$ cat config.mk
export PLATFORM = sky130hd
export DESIGN_NAME = uart_alu_interface_flat
export DESIGN_NICKNAME = d
export VERILOG_FILES = /design/src/rtl/uart_pkg.sv /design/src/rtl/uart_alu_interface_if.sv /design/src/rtl/uart_alu_interface_timeout.sv /design/src/rtl/uart_alu_interface.sv /design/src/flat_wrapper.sv
export SDC_FILE = /design/constraint.sdc
export NUM_CORES = 1
export LEC_CHECK = 0
export CAP_MARGIN = 20
export CORE_ASPECT_RATIO = 1.1
export CORE_MARGIN = 2
export CORE_UTILIZATION = 40
export CTS_CLUSTER_SIZE = 30
export DETAILED_ROUTE_END_ITERATION = 16
export GPL_ROUTABILITY_DRIVEN = 0
export PLACE_DENSITY = 0.68
export SETUP_SLACK_MARGIN = 0.4
export SYNTH_ARGS = -nofsm -noshare
export SYNTH_HDL_FRONTEND = slang
export SYNTH_SLANG_ARGS = --single-unit
$ cat constraint.sdc
create_clock -name i_clock -period 1.9 [get_ports i_clock]
set_clock_uncertainty 0.05 [all_clocks]
set_input_delay 0.19 -clock i_clock [delete_from_list [all_inputs] [get_ports i_clock]]
set_output_delay 0.19 -clock i_clock [all_outputs]
set_load 0.05 [all_outputs]
$ cat src/rtl/uart_pkg.sv
// uart_pkg: shared defaults and FSM state type for the uart/alu frame bridge.
package uart_pkg;
    localparam int NB_DATA_DEF    = 8;
    localparam int NB_OP_DEF      = 6;
    localparam int TIMEOUT_DEF    = 1000000;
    localparam int NB_TIMEOUT_DEF = 20;
    typedef enum logic [2:0] {GET_A, GET_B, GET_OP, LOAD, SEND, WAIT_TX} state_t;
endpackage

$ cat src/rtl/uart_alu_interface_if.sv
// uart_alu_interface_if: rx byte stream in, alu operands/result and tx handshake out.
interface uart_alu_interface_if
    import uart_pkg::*;
#(
    parameter int NB_DATA = NB_DATA_DEF,
    parameter int NB_OP   = NB_OP_DEF
);
    logic [NB_DATA-1:0] rx_data;
    logic               rx_done_tick;
    logic [NB_DATA-1:0] alu_result;
    logic               tx_done_tick;
    logic [NB_DATA-1:0] alu_a;
    logic [NB_DATA-1:0] alu_b;
    logic [NB_OP-1:0]   alu_op;
    logic [NB_DATA-1:0] tx_data;
    logic               tx_start;
    logic               busy;
    logic               drop_tick;
    logic               timeout_tick;
    modport slave (
        input  rx_data, rx_done_tick, alu_result, tx_done_tick,
        output alu_a, alu_b, alu_op, tx_data, tx_start, busy, drop_tick, timeout_tick
    );
    modport master (
        output rx_data, rx_done_tick, alu_result, tx_done_tick,
        input  alu_a, alu_b, alu_op, tx_data, tx_start, busy, drop_tick, timeout_tick
    );
endinterface

$ cat src/rtl/uart_alu_interface_timeout.sv
// frame_timeout_counter: counts enabled idle cycles, pulses expire on the last allowed one.
module frame_timeout_counter
    import uart_pkg::*;
#(
    parameter int TIMEOUT_CYCLES = TIMEOUT_DEF,
    parameter int NB_TIMEOUT     = NB_TIMEOUT_DEF
) (
    input  logic clk,
    input  logic rst,
    input  logic clear,
    input  logic enable,
    output logic expire
);
    logic [NB_TIMEOUT-1:0] cnt;
    assign expire = enable && cnt == NB_TIMEOUT'(TIMEOUT_CYCLES - 1);
    always_ff @(posedge clk)
        cnt <= (rst || clear || expire) ? '0 : enable ? cnt + 1'b1 : cnt;
endmodule

$ cat src/rtl/uart_alu_interface.sv
// uart_alu_interface: assembles A/B/opcode frames from uart rx, drives the alu, forwards its result to uart tx.
module uart_alu_interface
    import uart_pkg::*;
#(
    parameter int NB_DATA        = NB_DATA_DEF,
    parameter int NB_OP          = NB_OP_DEF,
    parameter int TIMEOUT_CYCLES = TIMEOUT_DEF,
    parameter int NB_TIMEOUT     = NB_TIMEOUT_DEF
) (
    input logic                  i_clock,
    input logic                  i_reset,
    uart_alu_interface_if.slave  bus
);
    state_t             state, state_n;
    logic [NB_DATA-1:0] stage_a, stage_b;
    logic               expire, counting, tick, busy_n;
    assign tick     = bus.rx_done_tick;
    assign counting = state == GET_B || state == GET_OP;
    assign busy_n   = state_n inside {LOAD, SEND, WAIT_TX};
    frame_timeout_counter #(.TIMEOUT_CYCLES(TIMEOUT_CYCLES), .NB_TIMEOUT(NB_TIMEOUT)) timer (
        .clk(i_clock), .rst(i_reset), .clear(!counting || tick), .enable(counting && !tick), .expire(expire)
    );
    always_ff @(posedge i_clock)
        state <= i_reset ? GET_A : state_n;
    always_comb begin
        state_n = state;
        case (state)
            GET_A:   state_n = tick ? GET_B : GET_A;
            GET_B:   state_n = tick ? GET_OP : expire ? GET_A : GET_B;
            GET_OP:  state_n = tick ? LOAD : expire ? GET_A : GET_OP;
            LOAD:    state_n = SEND;
            SEND:    state_n = WAIT_TX;
            WAIT_TX: state_n = bus.tx_done_tick ? GET_A : WAIT_TX;
            default: state_n = GET_A;
        endcase
    end
    // Operands change only when a complete frame lands, so the alu input is never torn.
    always_ff @(posedge i_clock) begin
        if (i_reset) begin
            stage_a          <= '0;
            stage_b          <= '0;
            bus.alu_a        <= '0;
            bus.alu_b        <= '0;
            bus.alu_op       <= '0;
            bus.tx_data      <= '0;
            bus.tx_start     <= 1'b0;
            bus.busy         <= 1'b0;
            bus.drop_tick    <= 1'b0;
            bus.timeout_tick <= 1'b0;
        end else begin
            if (state == GET_A && tick) stage_a <= bus.rx_data;
            if (state == GET_B && tick) stage_b <= bus.rx_data;
            if (state == GET_OP && tick) begin
                bus.alu_a  <= stage_a;
                bus.alu_b  <= stage_b;
                bus.alu_op <= bus.rx_data[NB_OP-1:0];
            end
            if (state == LOAD) bus.tx_data <= bus.alu_result;
            bus.tx_start     <= state == LOAD;
            bus.busy         <= busy_n;
            bus.drop_tick    <= tick && state inside {LOAD, SEND, WAIT_TX};
            bus.timeout_tick <= expire;
        end
    end
endmodule
$ cat src/flat_wrapper.sv
// flat-port wrapper written by rule: the top's interface ports become plain ports
module uart_alu_interface_flat import uart_pkg::*;
#(
    parameter int NB_DATA        = NB_DATA_DEF,
    parameter int NB_OP          = NB_OP_DEF,
    parameter int TIMEOUT_CYCLES = TIMEOUT_DEF,
    parameter int NB_TIMEOUT     = NB_TIMEOUT_DEF
)
  (i_clock, i_reset, bus_rx_data, bus_rx_done_tick, bus_alu_result, bus_tx_done_tick, bus_alu_a, bus_alu_b, bus_alu_op, bus_tx_data, bus_tx_start, bus_busy, bus_drop_tick, bus_timeout_tick);
  uart_alu_interface_if #(.NB_DATA(NB_DATA), .NB_OP(NB_OP)) bus_i ();
  input logic i_clock;
  input logic i_reset;
  input wire logic [$bits(bus_i.rx_data)-1:0] bus_rx_data;
  input wire logic [$bits(bus_i.rx_done_tick)-1:0] bus_rx_done_tick;
  input wire logic [$bits(bus_i.alu_result)-1:0] bus_alu_result;
  input wire logic [$bits(bus_i.tx_done_tick)-1:0] bus_tx_done_tick;
  output wire logic [$bits(bus_i.alu_a)-1:0] bus_alu_a;
  output wire logic [$bits(bus_i.alu_b)-1:0] bus_alu_b;
  output wire logic [$bits(bus_i.alu_op)-1:0] bus_alu_op;
  output wire logic [$bits(bus_i.tx_data)-1:0] bus_tx_data;
  output wire logic [$bits(bus_i.tx_start)-1:0] bus_tx_start;
  output wire logic [$bits(bus_i.busy)-1:0] bus_busy;
  output wire logic [$bits(bus_i.drop_tick)-1:0] bus_drop_tick;
  output wire logic [$bits(bus_i.timeout_tick)-1:0] bus_timeout_tick;
  assign bus_i.rx_data = bus_rx_data;
  assign bus_i.rx_done_tick = bus_rx_done_tick;
  assign bus_i.alu_result = bus_alu_result;
  assign bus_i.tx_done_tick = bus_tx_done_tick;
  assign bus_alu_a = bus_i.alu_a;
  assign bus_alu_b = bus_i.alu_b;
  assign bus_alu_op = bus_i.alu_op;
  assign bus_tx_data = bus_i.tx_data;
  assign bus_tx_start = bus_i.tx_start;
  assign bus_busy = bus_i.busy;
  assign bus_drop_tick = bus_i.drop_tick;
  assign bus_timeout_tick = bus_i.timeout_tick;
  uart_alu_interface #(.NB_DATA(NB_DATA), .NB_OP(NB_OP), .TIMEOUT_CYCLES(TIMEOUT_CYCLES), .NB_TIMEOUT(NB_TIMEOUT)) u_core (.i_clock(i_clock), .i_reset(i_reset), .bus(bus_i));
endmodule
[Word-level counts from Yosys, hierarchy flattened]
Cells that the tools add are included.
Word-level totals
  register bits after elaboration: 73
  input bits: 20
  logic and storage cells: 44
Cells by class
  add/subtract/negate cells: 1
  eq/ne operators: 9
  multiplexer cells: 7
  reductions and logical operators: 15
Operators by type and width (number)
  20-bit by 1-bit adder with 20-bit output, second input constant: 1
  20-bit == test, second input constant: 1
  3-bit one-hot mux with 6 select lines: 1
  3-bit == test, second input constant: 4
  3-bit by 2-bit == test with 1-bit output, second input constant: 3
  3-bit 2-to-1 mux: 3
  1-bit logical AND: 6
  3-bit nonzero test: 2
  1-bit logical OR: 4
  3-bit by 1-bit == test with 1-bit output, second input constant: 1
  3-bit logical NOT: 1
  1-bit logical NOT: 2
  1-bit 2-to-1 mux: 2
  2-bit 2-to-1 mux: 1

[Longest topological paths before layout]
  depth after elaboration: 9
  gate-level depth with buffers: 7
  mapped depth without buffers: 4

[Hierarchy]
A second synthesis with hierarchy kept.
Unflattened totals
  cell total of the unflattened synthesis: 334
  area total of the unflattened synthesis: 2897.8 um2
By module, submodules not included
  uart_alu_interface: instances 1, cells each 220, area an instance 1918.1 um2, seq. area each 1061.0 um2
  frame_timeout_counter: instances 1, cells each 114, area an instance 979.7 um2, seq. area each 400.4 um2

[Least setup slack after synthesis]
Ideal clock, no wire load.
  path type: reg-to-reg
  start point: reg u_core.state[2]
  end point: reg u_core.timer.cnt[17]
  library setup time: 0.070 ns
  data arrival time: 1.541 ns
  data required time: 1.780 ns
  setup slack: 0.239 ns
  cell stages (with the launch flop): 7
  path buffers: 2
  cells stage by stage: dfxtp_1 -> buf_2 -> and4bb_1 -> buf_4 -> nand3_2 -> or4_1 -> a21oi_1
On the way
  word-level cells in the longest chain between the ends: 6
RTL lines
  start: declaration: RTL line uart_alu_interface.sv:14  | state_t state, state_n;
  start signal: assignment: RTL line uart_alu_interface.sv:24  | state <= i_reset ? GET_A : state_n;
  3-bit by 1-bit == test with 1-bit output or 3-bit by 2-bit == test with 1-bit output (tied branches): RTL line uart_alu_interface.sv:18  | assign counting = state == GET_B || state == GET_OP;
  1-bit logical OR (*): RTL line uart_alu_interface.sv:18
  1-bit logical NOT: RTL line uart_alu_interface.sv:21  | .clk(i_clock), .rst(i_reset), .clear(!counting || tick), .enable(counting && !tick), .expire(expire)
  1-bit logical OR: RTL line uart_alu_interface.sv:21
  1-bit logical OR (2 in series): RTL line uart_alu_interface_timeout.sv:17  | cnt <= (rst || clear || expire) ? '0 : enable ? cnt + 1'b1 : cnt;
  end signal: assignment: RTL line uart_alu_interface_timeout.sv:17
  end: declaration: RTL line uart_alu_interface_timeout.sv:14  | logic [NB_TIMEOUT-1:0] cnt;
Mark *: on every way between the ends. The rest lies on a longest branch, timed or not.
A chain may end at the register's enable or synchronous reset.

[Worst setup path after layout]
  start point: reg u_core.state[2]
  end point: reg u_core.timer.cnt[12]
Same word-level chain as after synthesis.

==> results_tabular.tex <==
\begin{tabular}{lr}
\hline
Metric & Value \\
\hline
\multicolumn{2}{l}{\textbf{Outcome}} \\
Status & finished clean \\
\multicolumn{2}{l}{\textbf{Pwr}} \\
Net switching power & 0.0007687 W \\
Switching Share & 0.2640 \\
Fraction of power consumed by sequential logic & 0.539 \\
Areal power density over the cells & 720.3 nW/µm² \\
Int Power & 0.002143 W \\
Reported leakage power & between 1.5 and 2 nW \\
Max IR drop VDD & 0.4033 mV \\
Logic pwr share & 0.095 \\
Fraction of power consumed by the clock network & 0.365 \\
\multicolumn{2}{l}{\textbf{Setup path}} \\
Crit Path Max Fanout & 8 \\
Worst reg2reg path endpoint & u\_core.timer.cnt[12] \\
CP Data Required Time & 2110 ps \\
Category of the most critical setup path & reg -> reg \\
Category of the worst setup path capture point & flip-flop \\
Setup slack of the most critical reg-to-reg path & 270 ps \\
CP arrival & 1840 ps \\
Worst-case reg-to-reg path depth & 5 \\
Source of the worst register-to-register timing path & u\_core.state[2] \\
Kind of start point of the critical path & flip-flop \\
\multicolumn{2}{l}{\textbf{Job}} \\
Max-cap violations & 0 \\
\multicolumn{2}{l}{\textbf{Timing}} \\
Fin Setup TNS & 0 ps \\
Maximum clock frequency & 0.6123 GHz \\
Number of hold violations in the final report & 0 \\
Max-Slew Margin vs Limit & 0.6264 \\
Final-report setup violation count & 0 \\
Final critical delay including setup and external delays & about 1600 ps \\
Slew at the pin closest to its max-slew limit & 560.5 ps \\
Hold Slack & 302.3 ps \\
RSZ-0062 raised after global routing & true \\
Fin crit share & 0.8596 \\
Slew Limit Fails & 0 \\
\multicolumn{2}{l}{\textbf{Clocking}} \\
Master cell of the clock root buffer & sky130\_fd\_sc\_hd\_\_clkbuf\_8 \\
TritonCTS Buffers & 9 \\
Total number of H-tree levels & 3 \\
Clock sink count & 73 \\
Clk pin slew, worst setup/hold paths & 80 ps \\
Hold Buf Count CTS & 0 \\
CTS tree & built \\
Clock Tree Buf Depth & 2 \\
Skew-Pair Late Insertion Delay & about 340 ps \\
\multicolumn{2}{l}{\textbf{Routing}} \\
Total wire length after detailed routing & 6975 µm \\
Number of routed nets with antenna violations & 0 \\
Vias & about 2600 \\
Via density per instance & 5.177 \\
Iteration-0 DRC Markers & roughly 120 \\
Mean routed wirelength per cell & 13.73 µm \\
Number of optimization iterations in the first detailed-route pass & 4 \\
Total DRC errors in the routed layout & 0 \\
\multicolumn{2}{l}{\textbf{Worst hold path}} \\
Cells on Worst Hold Path & 4 \\
End point of the worst hold path & u\_core.timer.cnt[12] \\
Source of the worst hold timing path & i\_reset \\
Path type of the worst min-delay path & in -> reg \\
\multicolumn{2}{l}{\textbf{Global route}} \\
GRT Resource Usage Total & 0.1836 \\
Wire length of the first global-routing pass & 11810 µm \\
Antenna violations before repair & 0 \\
Total grt overflow & 0 \\
Maximum number of pins on one net before global-route repair & 54 \\
Number of global-route vias before repair & around 2600 \\
\multicolumn{2}{l}{\textbf{Synth}} \\
Combined area of all synthesized cells & 2913 µm² \\
Register bit total from synthesis & 73 \\
Count of different cell masters after synthesis & 45 \\
Post-synthesis async set-or-reset flop share & 0 \\
Most area-consuming cells after synthesis & sky130\_fd\_sc\_hd\_\_dfxtp\_1 50\%, sky130\_fd\_sc\_hd\_\_nand2\_1 11\%, sky130\_fd\_sc\_hd\_\_a21oi\_1 8.8\% \\
Number of enable flip-flop cells after synthesis & 0 \\
Sequential share of the synthesized area & 0.5017 \\
Nets in the synthesized netlist & 364 \\
Most frequently used flop master after synthesis & sky130\_fd\_sc\_hd\_\_dfxtp\_1 \\
Syn avg cell area & 8.492 µm² \\
Share of the synthesized area in the top cell type & 0.5017 \\
Most area-hungry cell type in the Yosys netlist & sky130\_fd\_sc\_hd\_\_dfxtp\_1 \\
Cells after Synth & 343 \\
Yosys warning total & 0 \\
\multicolumn{2}{l}{\textbf{Placement}} \\
Buffers added on ports & 53 \\
Detailed placement HPWL & 4485 µm \\
Post-detailed-placement cell area & 3603 µm² \\
Cells after DPL & between 400 and 500 \\
\multicolumn{2}{l}{\textbf{Die}} \\
Num ports & 54 \\
Die height & a little over 90 µm \\
Die extent in x & 85.37 µm \\
CORE AREA & 7047 µm² \\
Initial Util & 0.4134 \\
Number of rows in the core area & 32 \\
Die Outline Area & 7982 µm² \\
\multicolumn{2}{l}{\textbf{Layout}} \\
Fill cell count & roughly 650 \\
Layout-stage area growth over the synthesis result & 38.79\% \\
Number of standard cells in the final layout excluding fillers & 508 \\
N\_diodes & 0 \\
Nets@finish & 439 \\
Layout cells sized above 1 & 0.2364 \\
Final Instance Area & 4043 µm² \\
\hline
\end{tabular}
-- state kept, by name, indices dropped and copies added, names as in the netlist, 3 cells and up --
name	count
u_core.bus.alu_a	8
u_core.stage_b	8
u_core.timer.cnt	20
u_core.stage_a	8
u_core.state	3
u_core.bus.alu_b	8
u_core.bus.alu_op	6
u_core.bus.tx_data	8
-- worst max-delay path, cell delays in order (launching register included) --
cell and delay, ps:
sky130_fd_sc_hd__dfxtp_2 330, sky130_fd_sc_hd__and4bb_1 260, sky130_fd_sc_hd__buf_6 120, sky130_fd_sc_hd__nand4_4 160
sky130_fd_sc_hd__or4b_1 500, sky130_fd_sc_hd__a21oi_1 130
-- cell type report --
| class | count | area (µm²) | area share |
|---|---|---|---|
| multi-input combinational | 244 | 1479 | 0.3658 |
| inverter | 4 | 15.01 | 0.003714 |
| sequential | 73 | 1503 | 0.3717 |
| tap | 85 | 106.4 | 0.02631 |
| clock inverter | 7 | 46.29 | 0.01145 |
| timing repair buffer | 86 | 769.5 | 0.1903 |
| clock buffer | 9 | 123.9 | 0.03064 |
-- cells in the final DEF, fill, tap and decap left out, types with 4 or more instances in the layout --
cell type                          n
sky130_fd_sc_hd__o21ai_0           7
sky130_fd_sc_hd__inv_1             4
sky130_fd_sc_hd__xor2_1            4
sky130_fd_sc_hd__dfxtp_2           6
sky130_fd_sc_hd__clkdlybuf4s50_1  17
sky130_fd_sc_hd__dlygate4sd2_1    31
sky130_fd_sc_hd__a21oi_1          43
sky130_fd_sc_hd__mux2i_1           8
sky130_fd_sc_hd__nand4_1           5
sky130_fd_sc_hd__buf_4            26
sky130_fd_sc_hd__clkbuf_8          9
sky130_fd_sc_hd__o31ai_1           4
sky130_fd_sc_hd__or3_1             5
sky130_fd_sc_hd__and3_1            5
sky130_fd_sc_hd__nand3_1           8
sky130_fd_sc_hd__nand2_1          76
sky130_fd_sc_hd__nand2_2           7
sky130_fd_sc_hd__buf_6             6
sky130_fd_sc_hd__nor2_1           16
sky130_fd_sc_hd__dfxtp_4           9
sky130_fd_sc_hd__dfxtp_1          58
sky130_fd_sc_hd__clkdlybuf4s15_1   4
sky130_fd_sc_hd__a21oi_2           8
-- cell usage after synthesis, types with 2 or more instances --
cell,n
sky130_fd_sc_hd__buf_1,2
sky130_fd_sc_hd__a31oi_1,2
sky130_fd_sc_hd__nand4_1,5
sky130_fd_sc_hd__buf_2,6
sky130_fd_sc_hd__nor3b_1,2
sky130_fd_sc_hd__or2_2,2
sky130_fd_sc_hd__nor3_1,2
sky130_fd_sc_hd__and2_1,3
sky130_fd_sc_hd__nand2b_1,2
sky130_fd_sc_hd__buf_4,2
sky130_fd_sc_hd__and3_1,5
sky130_fd_sc_hd__nor2_1,18
sky130_fd_sc_hd__dfxtp_1,73
sky130_fd_sc_hd__and4_1,3
sky130_fd_sc_hd__mux2i_1,8
sky130_fd_sc_hd__nand2_1,83
sky130_fd_sc_hd__xor2_1,4
sky130_fd_sc_hd__o21ai_0,9
sky130_fd_sc_hd__o21ai_1,2
sky130_fd_sc_hd__nor4b_1,3
sky130_fd_sc_hd__clkbuf_1,12
sky130_fd_sc_hd__a21oi_1,51
sky130_fd_sc_hd__inv_1,4
sky130_fd_sc_hd__o211ai_1,2
sky130_fd_sc_hd__nand3_1,8
sky130_fd_sc_hd__or4_1,3
sky130_fd_sc_hd__or3_1,6
sky130_fd_sc_hd__o31ai_1,4
-- power groups by stage --
stage | clock network (W) | logic [W] | registers [W]
floorplan | 0 | 0.000128 | 0.00164
global placement | 0 | 0.000240 | 0.00161
detailed placement | 0 | 0.000242 | 0.00161
CTS | 0.00107 | 0.000264 | 0.00157
global route | 0.00116 | 0.000303 | 0.00158
finish | 0.00106 | 0.000278 | 0.00157
-- cell families after synthesis --
logic type,count (synthesis),share of synthesized area
xor gates and xnor gates,6,0.02449
buffers and inverters,26,0.03866
and+or+nand+nor,154,0.2633
muxes,8,0.02749
AOI/OAI and AO/OA,75,0.1400
adders and majority gates,1,0.004295
DFF,73,0.5017
-- per-layer routing --
layer / GRT usage / vias up / wire length [µm]
li1: - / 1332 / -
met1: 0.2233 / 1239 / 3152
met2: 0.3138 / 50 / 3418
met3: 0.04237 / 9 / 330
met4: 0.07011 / 0 / 73
met5: 0 / - / 0
-- timing repair --
item	4_1_cts	5_1_grt
endpoints found under the setup margin	76	64
pin swaps	21	15
gates resized for setup	68	29
buffers inserted	14	2
-- worst max path at each step --
| stage | end | depth (start not counted) | startpoint |
|---|---|---|---|
| final | u_core.timer.cnt[12] | 5 | u_core.state[2] |
| after detailed placement | u_core.timer.cnt[12] | 6 | bus_rx_done_tick |
| after CTS | u_core.timer.cnt[12] | 5 | u_core.state[2] |
| after global placement | u_core.timer.cnt[12] | 6 | bus_rx_done_tick |
| after floorplan | u_core.timer.cnt[12] | 6 | u_core.state[2] |
| after global routing | u_core.timer.cnt[18] | 5 | u_core.state[2] |
-- per-stage QoR --
step / utilization / power, W / worst slack, ps
after floorplan: - / 0.001764 / 290.2
after global placement: 0.5114 / 0.001854 / -29.60
after detailed placement: 0.5114 / 0.001857 / -112.6
after CTS: 0.5595 / 0.002909 / 286.9
after global routing: 0.5737 / 0.003036 / 194.2
final: 0.5737 / 0.002912 / 266.8
Note: power is estimated with default switching activity, not from simulation.
